<file path="src/rtl/pipeline_stage_register.sv">
// -----------------------------------------------------------------------------
// pipeline_stage_register
//
// Generic inter-stage pipeline register with a valid/ready handshake on both
// sides. A head register drives the outputs. A skid register absorbs the one
// extra entry that can arrive while downstream stalls. Because of the skid,
// ready_out depends only on registered state. Every entry carries a HALT
// sideband bit. When HOLD_ON_HALT is set, the stage stops accepting input once
// a halted entry has been taken.
//
// Parameters:
//   DATA_WIDTH   payload width
//   RESET_DATA   data_out value after reset
//   FLUSH_DATA   data_out value after flush
//   HOLD_ON_HALT 1: block input after a halted entry is accepted
//
// Ports:
//   clk        clock, all state updates on the rising edge
//   reset      synchronous active-low reset
//   flush      synchronous flush, discards every held entry
//   valid_in   upstream entry valid
//   ready_out  stage can accept an entry this cycle (registered-only path)
//   data_in    upstream payload
//   halt_in    HALT flag accompanying data_in
//   valid_out  head entry valid
//   ready_in   downstream accepts the head this cycle
//   data_out   head payload
//   halt_out   HALT flag of the head entry
//   occupancy  number of held entries (0..2)
//   halted     a halted entry was accepted since the last reset or flush
// -----------------------------------------------------------------------------
module pipeline_stage_register #(
    parameter int                    DATA_WIDTH   = 64,
    parameter logic [DATA_WIDTH-1:0] RESET_DATA   = {32'hBFC00000, 32'h0},
    parameter logic [DATA_WIDTH-1:0] FLUSH_DATA   = '0,
    parameter bit                    HOLD_ON_HALT = 1'b1
) (
    input  logic                  clk,
    input  logic                  reset,
    input  logic                  flush,
    input  logic                  valid_in,
    output logic                  ready_out,
    input  logic [DATA_WIDTH-1:0] data_in,
    input  logic                  halt_in,
    output logic                  valid_out,
    input  logic                  ready_in,
    output logic [DATA_WIDTH-1:0] data_out,
    output logic                  halt_out,
    output logic [1:0]            occupancy,
    output logic                  halted
);

    logic                  head_valid;
    logic [DATA_WIDTH-1:0] head_data;
    logic                  head_halt;
    logic                  skid_valid;
    logic [DATA_WIDTH-1:0] skid_data;
    logic                  skid_halt;
    logic                  halted_q;

    logic accept;
    logic deliver;

    // NOTE: continuous assigns cannot infer latches. Every combinational term
    // below is fully defined, so no always_comb default is needed.
    // ready_out comes only from registers. A free skid slot guarantees that
    // any accepted entry has somewhere to go.
    assign ready_out = !skid_valid && !(HOLD_ON_HALT && halted_q);
    assign accept    = valid_in && ready_out;
    assign deliver   = head_valid && ready_in;

    assign valid_out = head_valid;
    assign data_out  = head_data;
    assign halt_out  = head_halt;
    assign halted    = halted_q;
    assign occupancy = {1'b0, head_valid} + {1'b0, skid_valid};

    // NOTE: all state here uses non-blocking assignments. Every register then
    // samples the pre-edge values, which keeps the head/skid shuffle
    // order-independent.
    always_ff @(posedge clk) begin
        if (!reset) begin
            head_valid <= 1'b0;
            head_data  <= RESET_DATA;
            head_halt  <= 1'b0;
            skid_valid <= 1'b0;
            skid_data  <= '0;
            skid_halt  <= 1'b0;
            halted_q   <= 1'b0;
        end else if (flush) begin
            // Input offered in a flush cycle is dropped on purpose.
            head_valid <= 1'b0;
            head_data  <= FLUSH_DATA;
            head_halt  <= 1'b0;
            skid_valid <= 1'b0;
            halted_q   <= 1'b0;
        end else begin
            if (accept && halt_in) begin
                halted_q <= 1'b1;
            end

            if (!head_valid) begin
                // An empty head implies an empty skid, so input goes straight in.
                if (accept) begin
                    head_valid <= 1'b1;
                    head_data  <= data_in;
                    head_halt  <= halt_in;
                end
            end else if (skid_valid) begin
                // Full stage: ready_out is low, so the only event is a drain.
                if (deliver) begin
                    head_data  <= skid_data;
                    head_halt  <= skid_halt;
                    skid_valid <= 1'b0;
                end
            end else if (deliver) begin
                if (accept) begin
                    head_data <= data_in;
                    head_halt <= halt_in;
                end else begin
                    // The head empties but keeps its last payload visible.
                    head_valid <= 1'b0;
                end
            end else if (accept) begin
                // Downstream is stalled, so the younger entry parks in the skid.
                skid_valid <= 1'b1;
                skid_data  <= data_in;
                skid_halt  <= halt_in;
            end
        end
    end

endmodule

</file>
<file path="config.mk">
export PLATFORM = sky130hd
export DESIGN_NAME = pipeline_stage_register
export DESIGN_NICKNAME = d
export VERILOG_FILES = /design/src/rtl/pipeline_stage_register.sv
export SDC_FILE = /design/constraint.sdc
export NUM_CORES = 1
export LEC_CHECK = 0
export CAP_MARGIN = 20
export CORE_UTILIZATION = 53
export CTS_CLUSTER_SIZE = 16
export DETAILED_ROUTE_END_ITERATION = 12
export MAX_ROUTING_LAYER = met4
export PLACE_DENSITY = 0.85
export SLEW_MARGIN = 5
export SYNTH_ARGS = -nofsm -noshare
export SYNTH_HDL_FRONTEND = slang
export SYNTH_SLANG_ARGS = --single-unit
</file>
<file path="constraint.sdc">
create_clock -name clk -period 2.45 [get_ports clk]
set_input_delay 0.49 -clock clk [delete_from_list [all_inputs] [get_ports clk]]
set_output_delay 0.49 -clock clk [all_outputs]
set_load 0.02 [all_outputs]
</file>
# After elaboration in Yosys (flattened, before gate mapping)
# Index checks and enable logic that the tools add are counted.
# Widths: inputs -> output; s select.
# classes
eq_ne,2
n_mux,18
bitwise_logic,4
addsub,1
reduce_logical,8
# op_table
operator,n
$mux 64,6
$mux 1,12
$reduce_and 5->1,1
$logic_and 1x1->1,4
$not 1->1,4
$ne 3x2->1 const B,1
$add 1x1->2,1
$logic_not 1->1,2
$ne 2x1->1 const B,1
$reduce_or 2->1,1
# word_totals
input_bits,70
regBits,133
output_inout_bits,70

# Depth between registers and ports, before layout
# logic_depth
word_depth,8
depth_mapped,8

# Worst setup path before layout
# Ideal clock, no wire load.
# synth_timing
kind,register to register
from,register head_valid (netlist: valid_out)
to,register skid_data[62]
setup_slack_ns,0.828
path_stages_with_launch,9
t_required_ns,2.334
arrival_ns,1.506
synth_period_minus_slack_ns,1.622
setup_time_ns,0.116
path_cell_list,dfxtp_1 buf_2 nor3b_2 buf_4 nand2_1 buf_4 buf_4 nand2_1 a21boi_1
# synth_between
elab_chain_cells,3
# synth_lines
element,line,source
start: declaration,53,logic head_valid;
start signal: assignment,83,head_valid <= 1'b0;
start signal: assignment,92,head_valid <= 1'b0;
start signal: assignment,105,head_valid <= 1'b1;
$logic_and 1x1->1,70,assign deliver = head_valid && ready_in;
$not 1->1 (no source line),-,
$reduce_and 5->1 (no source line) (*),-,
end signal: assignment,127,skid_data <= data_in;
end: declaration,57,logic [DATA_WIDTH-1:0] skid_data;
# Every way passes the cells marked *; elsewhere a longest branch is shown, timed or not.
# A chain may end at the register's enable or synchronous reset.

# Worst setup path after layout
# layout_timing
from,register skid_valid
to,output port occupancy[0]
# layout_between
elab_chain_cells,1
# layout_lines
element,line,source
start: declaration,56,logic skid_valid;
start signal: assignment,86,skid_valid <= 1'b0;
start signal: assignment,95,skid_valid <= 1'b0;
start signal: assignment,114,skid_valid <= 1'b0;
$add 1x1->2,76,"assign occupancy = {1'b0, head_valid} + {1'b0, skid_valid};"
end: declaration,49,"output logic [1:0] occupancy,"
# No other way between the ends.

==> out/summary.txt <==
Critical R2R Launch -> valid_out$_SDFF_PP0_
Final Core Density -> 0.7502
reg2reg end -> skid_data[32]$_SDFFE_PN0P_
worst-margin pin slew -> 0.6242 ns
Data arrival, critical path -> 1.78 ns
Synth cell types -> 30
setup violators final -> 0
ANT nets after route -> 0
Tmin final -> 2.274 ns
synthesis-to-layout area growth -> 37.84%
initial DRC count -> 301
routability cong. -> 0.8292
GRT overflow -> 0
routed vias/inst -> 5.825
register area share after synthesis -> 0.4782
Via Count -> 5266
CP cell instances -> ha_1 -> clkdlybuf4s50_1
Final #Nets -> 827
Hold Path Stages -> 2
FP Rows -> 37
most frequent cells in the layout -> 150 x nand2_1, 138 x clkdlybuf4s50_1, 132 x dfxtp_1
first-pass GRT wire length -> 24.23 mm
clock tree buffer depth -> 2
TritonCTS sink count -> 133
port buffer count -> 139
Worst Setup End Kind -> output port
residual DRC count -> 0
post-synth net total -> 713
post-synthesis cell area -> 0.005568 mm^2
Slew Limit Fails -> 0
initial antenna violation count -> 0
core area -> 0.01023 mm^2
Tot Pwr -> 0.005543 W
Rel. slew slack -> 0.5830
Endpoint, Worst Hold -> skid_data[12]$_SDFFE_PN0P_
share of layout cells above drive strength 1 -> 0.09375
Startpoint Class -> register
max incr delay on CP -> 0.53 ns
slowest stage cell, crit path -> clkdlybuf4s50_1
pwr dens -> 722.2 mW/mm^2
clock skew -> 0.009434 ns
RSZ-0062 raised after global routing -> false
Initial Util -> 0.5442
final hold vios -> 0
n_diodes -> 0
TritonCTS buffer count -> 17
Crit Path Class -> reg2out
H-tree depth -> 4
final period utilization -> 0.9280
Pleak -> 2.649 nW
Die Footprint -> 0.01092 mm^2
Boundary Pins -> 140
setup TNS -> 0 ns
commonest non-fill, non-tap cell in the layout -> nand2_1
WL/cell -> 16.27 um
Mean Syn Cell Area -> 8.673 um^2
Total Wirelength -> 14.71 mm
Mapped Cells -> 642
FF-to-FF path depth -> 6
Worst-Skew Late Latency -> 0.51 ns
FMAX -> 439.8 MHz
min-delay src -> reset
hold_buf cts -> 0
Post-CTS Setup Inserts -> 0
Final Instance Area -> 0.007675 mm^2
first-pass iteration count of the detailed router -> 5
vias in the first global route -> 5011
worst hold path class -> in2reg
largest net degree at the start of global routing -> 83
total track usage -> 0.2812
FF-to-FF setup slack -> 0.68 ns
Clock Tree Root -> clkbuf_8
Vert. Die Dim -> 104.5 um
Ys Warns -> 0
Worst-path clk slew -> 0.06 ns
die extent in x -> 104.5 um
Detailed Place HPWL -> 9.252 mm
status -> finished clean
#FFs+latches synth -> 133
cts repair resizes -> 1
Data required, critical path -> 1.96 ns
Peak VDD IR -> 0.0005228 V
placed cell areas -> 0.007063 mm^2
Max Cap Viol -> 0
CP Max Fanout -> 11
CTS tree -> yes
registers in the layout, indices dropped and copies added (netlist names):
register	count
valid_out	1
halted	1
data_out	64
halt_out	1
skid_halt	1
skid_valid	1
skid_data	64
critical path, delay by kind of cell (launching register included):
kind	cells	cell delay, ns
flip-flops	1	0.47
buffers and inverters	1	0.53
adder cells (fa/ha/maj)	1	0.27
synthesized netlist by cell type:
cell | number | area (um^2)
a22oi_1 | 1 | 7.510
o21ai_0 | 3 | 15.01
a21boi_1 | 51 | 382.9
nand2_2 | 1 | 6.260
nor2_1 | 5 | 18.77
nand3b_1 | 1 | 7.510
mux2i_1 | 9 | 90.09
a221oi_1 | 1 | 8.760
ha_1 | 1 | 12.51
a21boi_0 | 15 | 112.6
buf_4 | 14 | 105.1
nand2_1 | 151 | 566.8
o211ai_1 | 9 | 67.56
o21ai_2 | 1 | 8.760
a31oi_1 | 1 | 6.260
a21oi_1 | 55 | 275.3
a22o_1 | 1 | 8.760
a211oi_1 | 54 | 405.4
or3b_2 | 1 | 8.760
o22ai_1 | 54 | 337.8
nand3_1 | 10 | 50.05
clkbuf_1 | 21 | 78.83
buf_2 | 30 | 150.1
mux2_2 | 9 | 101.4
nor3b_2 | 2 | 25.02
nand2b_1 | 4 | 25.02
dfxtp_1 | 133 | 2663
inv_1 | 1 | 3.750
and2_1 | 2 | 12.51
nor2b_1 | 1 | 6.260
layer usage:
metal / vias to the layer above / share of wire / track usage
met1: 2510 / 0.43 / 0.3452
met5: - / 0 / -
met3: 15 / 0.059 / 0.05702
met4: 0 / 0.011 / 0.08163
met2: 211 / 0.50 / 0.4664
li1: 2530 / - / -
kinds of logic (layout without fill, tap and decap cells):
family	count (synthesis)	after routing	share of synthesized area
AND/OR/NAND/NOR	178	178	0.1306
multiplexers	18	18	0.03438
AO/OA/AOI/OAI	246	246	0.2939
buffers and inverters	66	192	0.06067
adder cells (fa/ha/maj)	1	1	0.002247
flip-flops	133	133	0.4782
power breakdown:
part,internal [W],switching [W]
sequential,0.00223,0.0000481
combinational,0.000348,0.000326
clock,0.00167,0.000915
total,0.00425,0.00129
through the flow:
stage	setup WS (ns)	hold slack, ns	instances
3_5_place_dp	0.1658	0.4453	873
4_1_cts	0.1570	0.3656	904
6_report	0.1764	0.3757	904
2_1_floorplan	0.8276	0.4347	642
3_3_place_gp	0.2593	0.4399	873
5_1_grt	0.1123	0.3842	904
worst max path at each step:
| stage | from | to | slack [ns] | depth (start not counted) |
|---|---|---|---|---|
| CTS | skid_valid$_SDFFE_PP0P_ | occupancy[0] | 0.16 | 2 |
| floorplan | valid_out$_SDFF_PP0_ | skid_data[62]$_SDFFE_PN0P_ | 0.83 | 8 |
| detailed placement | ready_in | data_out[59]$_SDFFE_PN1P_ | 0.17 | 5 |
| finish | skid_valid$_SDFFE_PP0P_ | occupancy[0] | 0.18 | 2 |
| global route | skid_valid$_SDFFE_PP0P_ | occupancy[0] | 0.11 | 2 |
| global placement | ready_in | data_out[56]$_SDFFE_PN1P_ | 0.26 | 5 |
area by class of cell:
cell class	instances	area, um^2
sequential	133	2664
multi-input combinational	443	2595
fill	739	2556
timing repair buffer	160	1632
clock buffer	19	431.7
clock inverter	12	178.9
tap	136	170.2
inverter	1	3.754
Note: power is estimated with default switching activity, not from simulation.
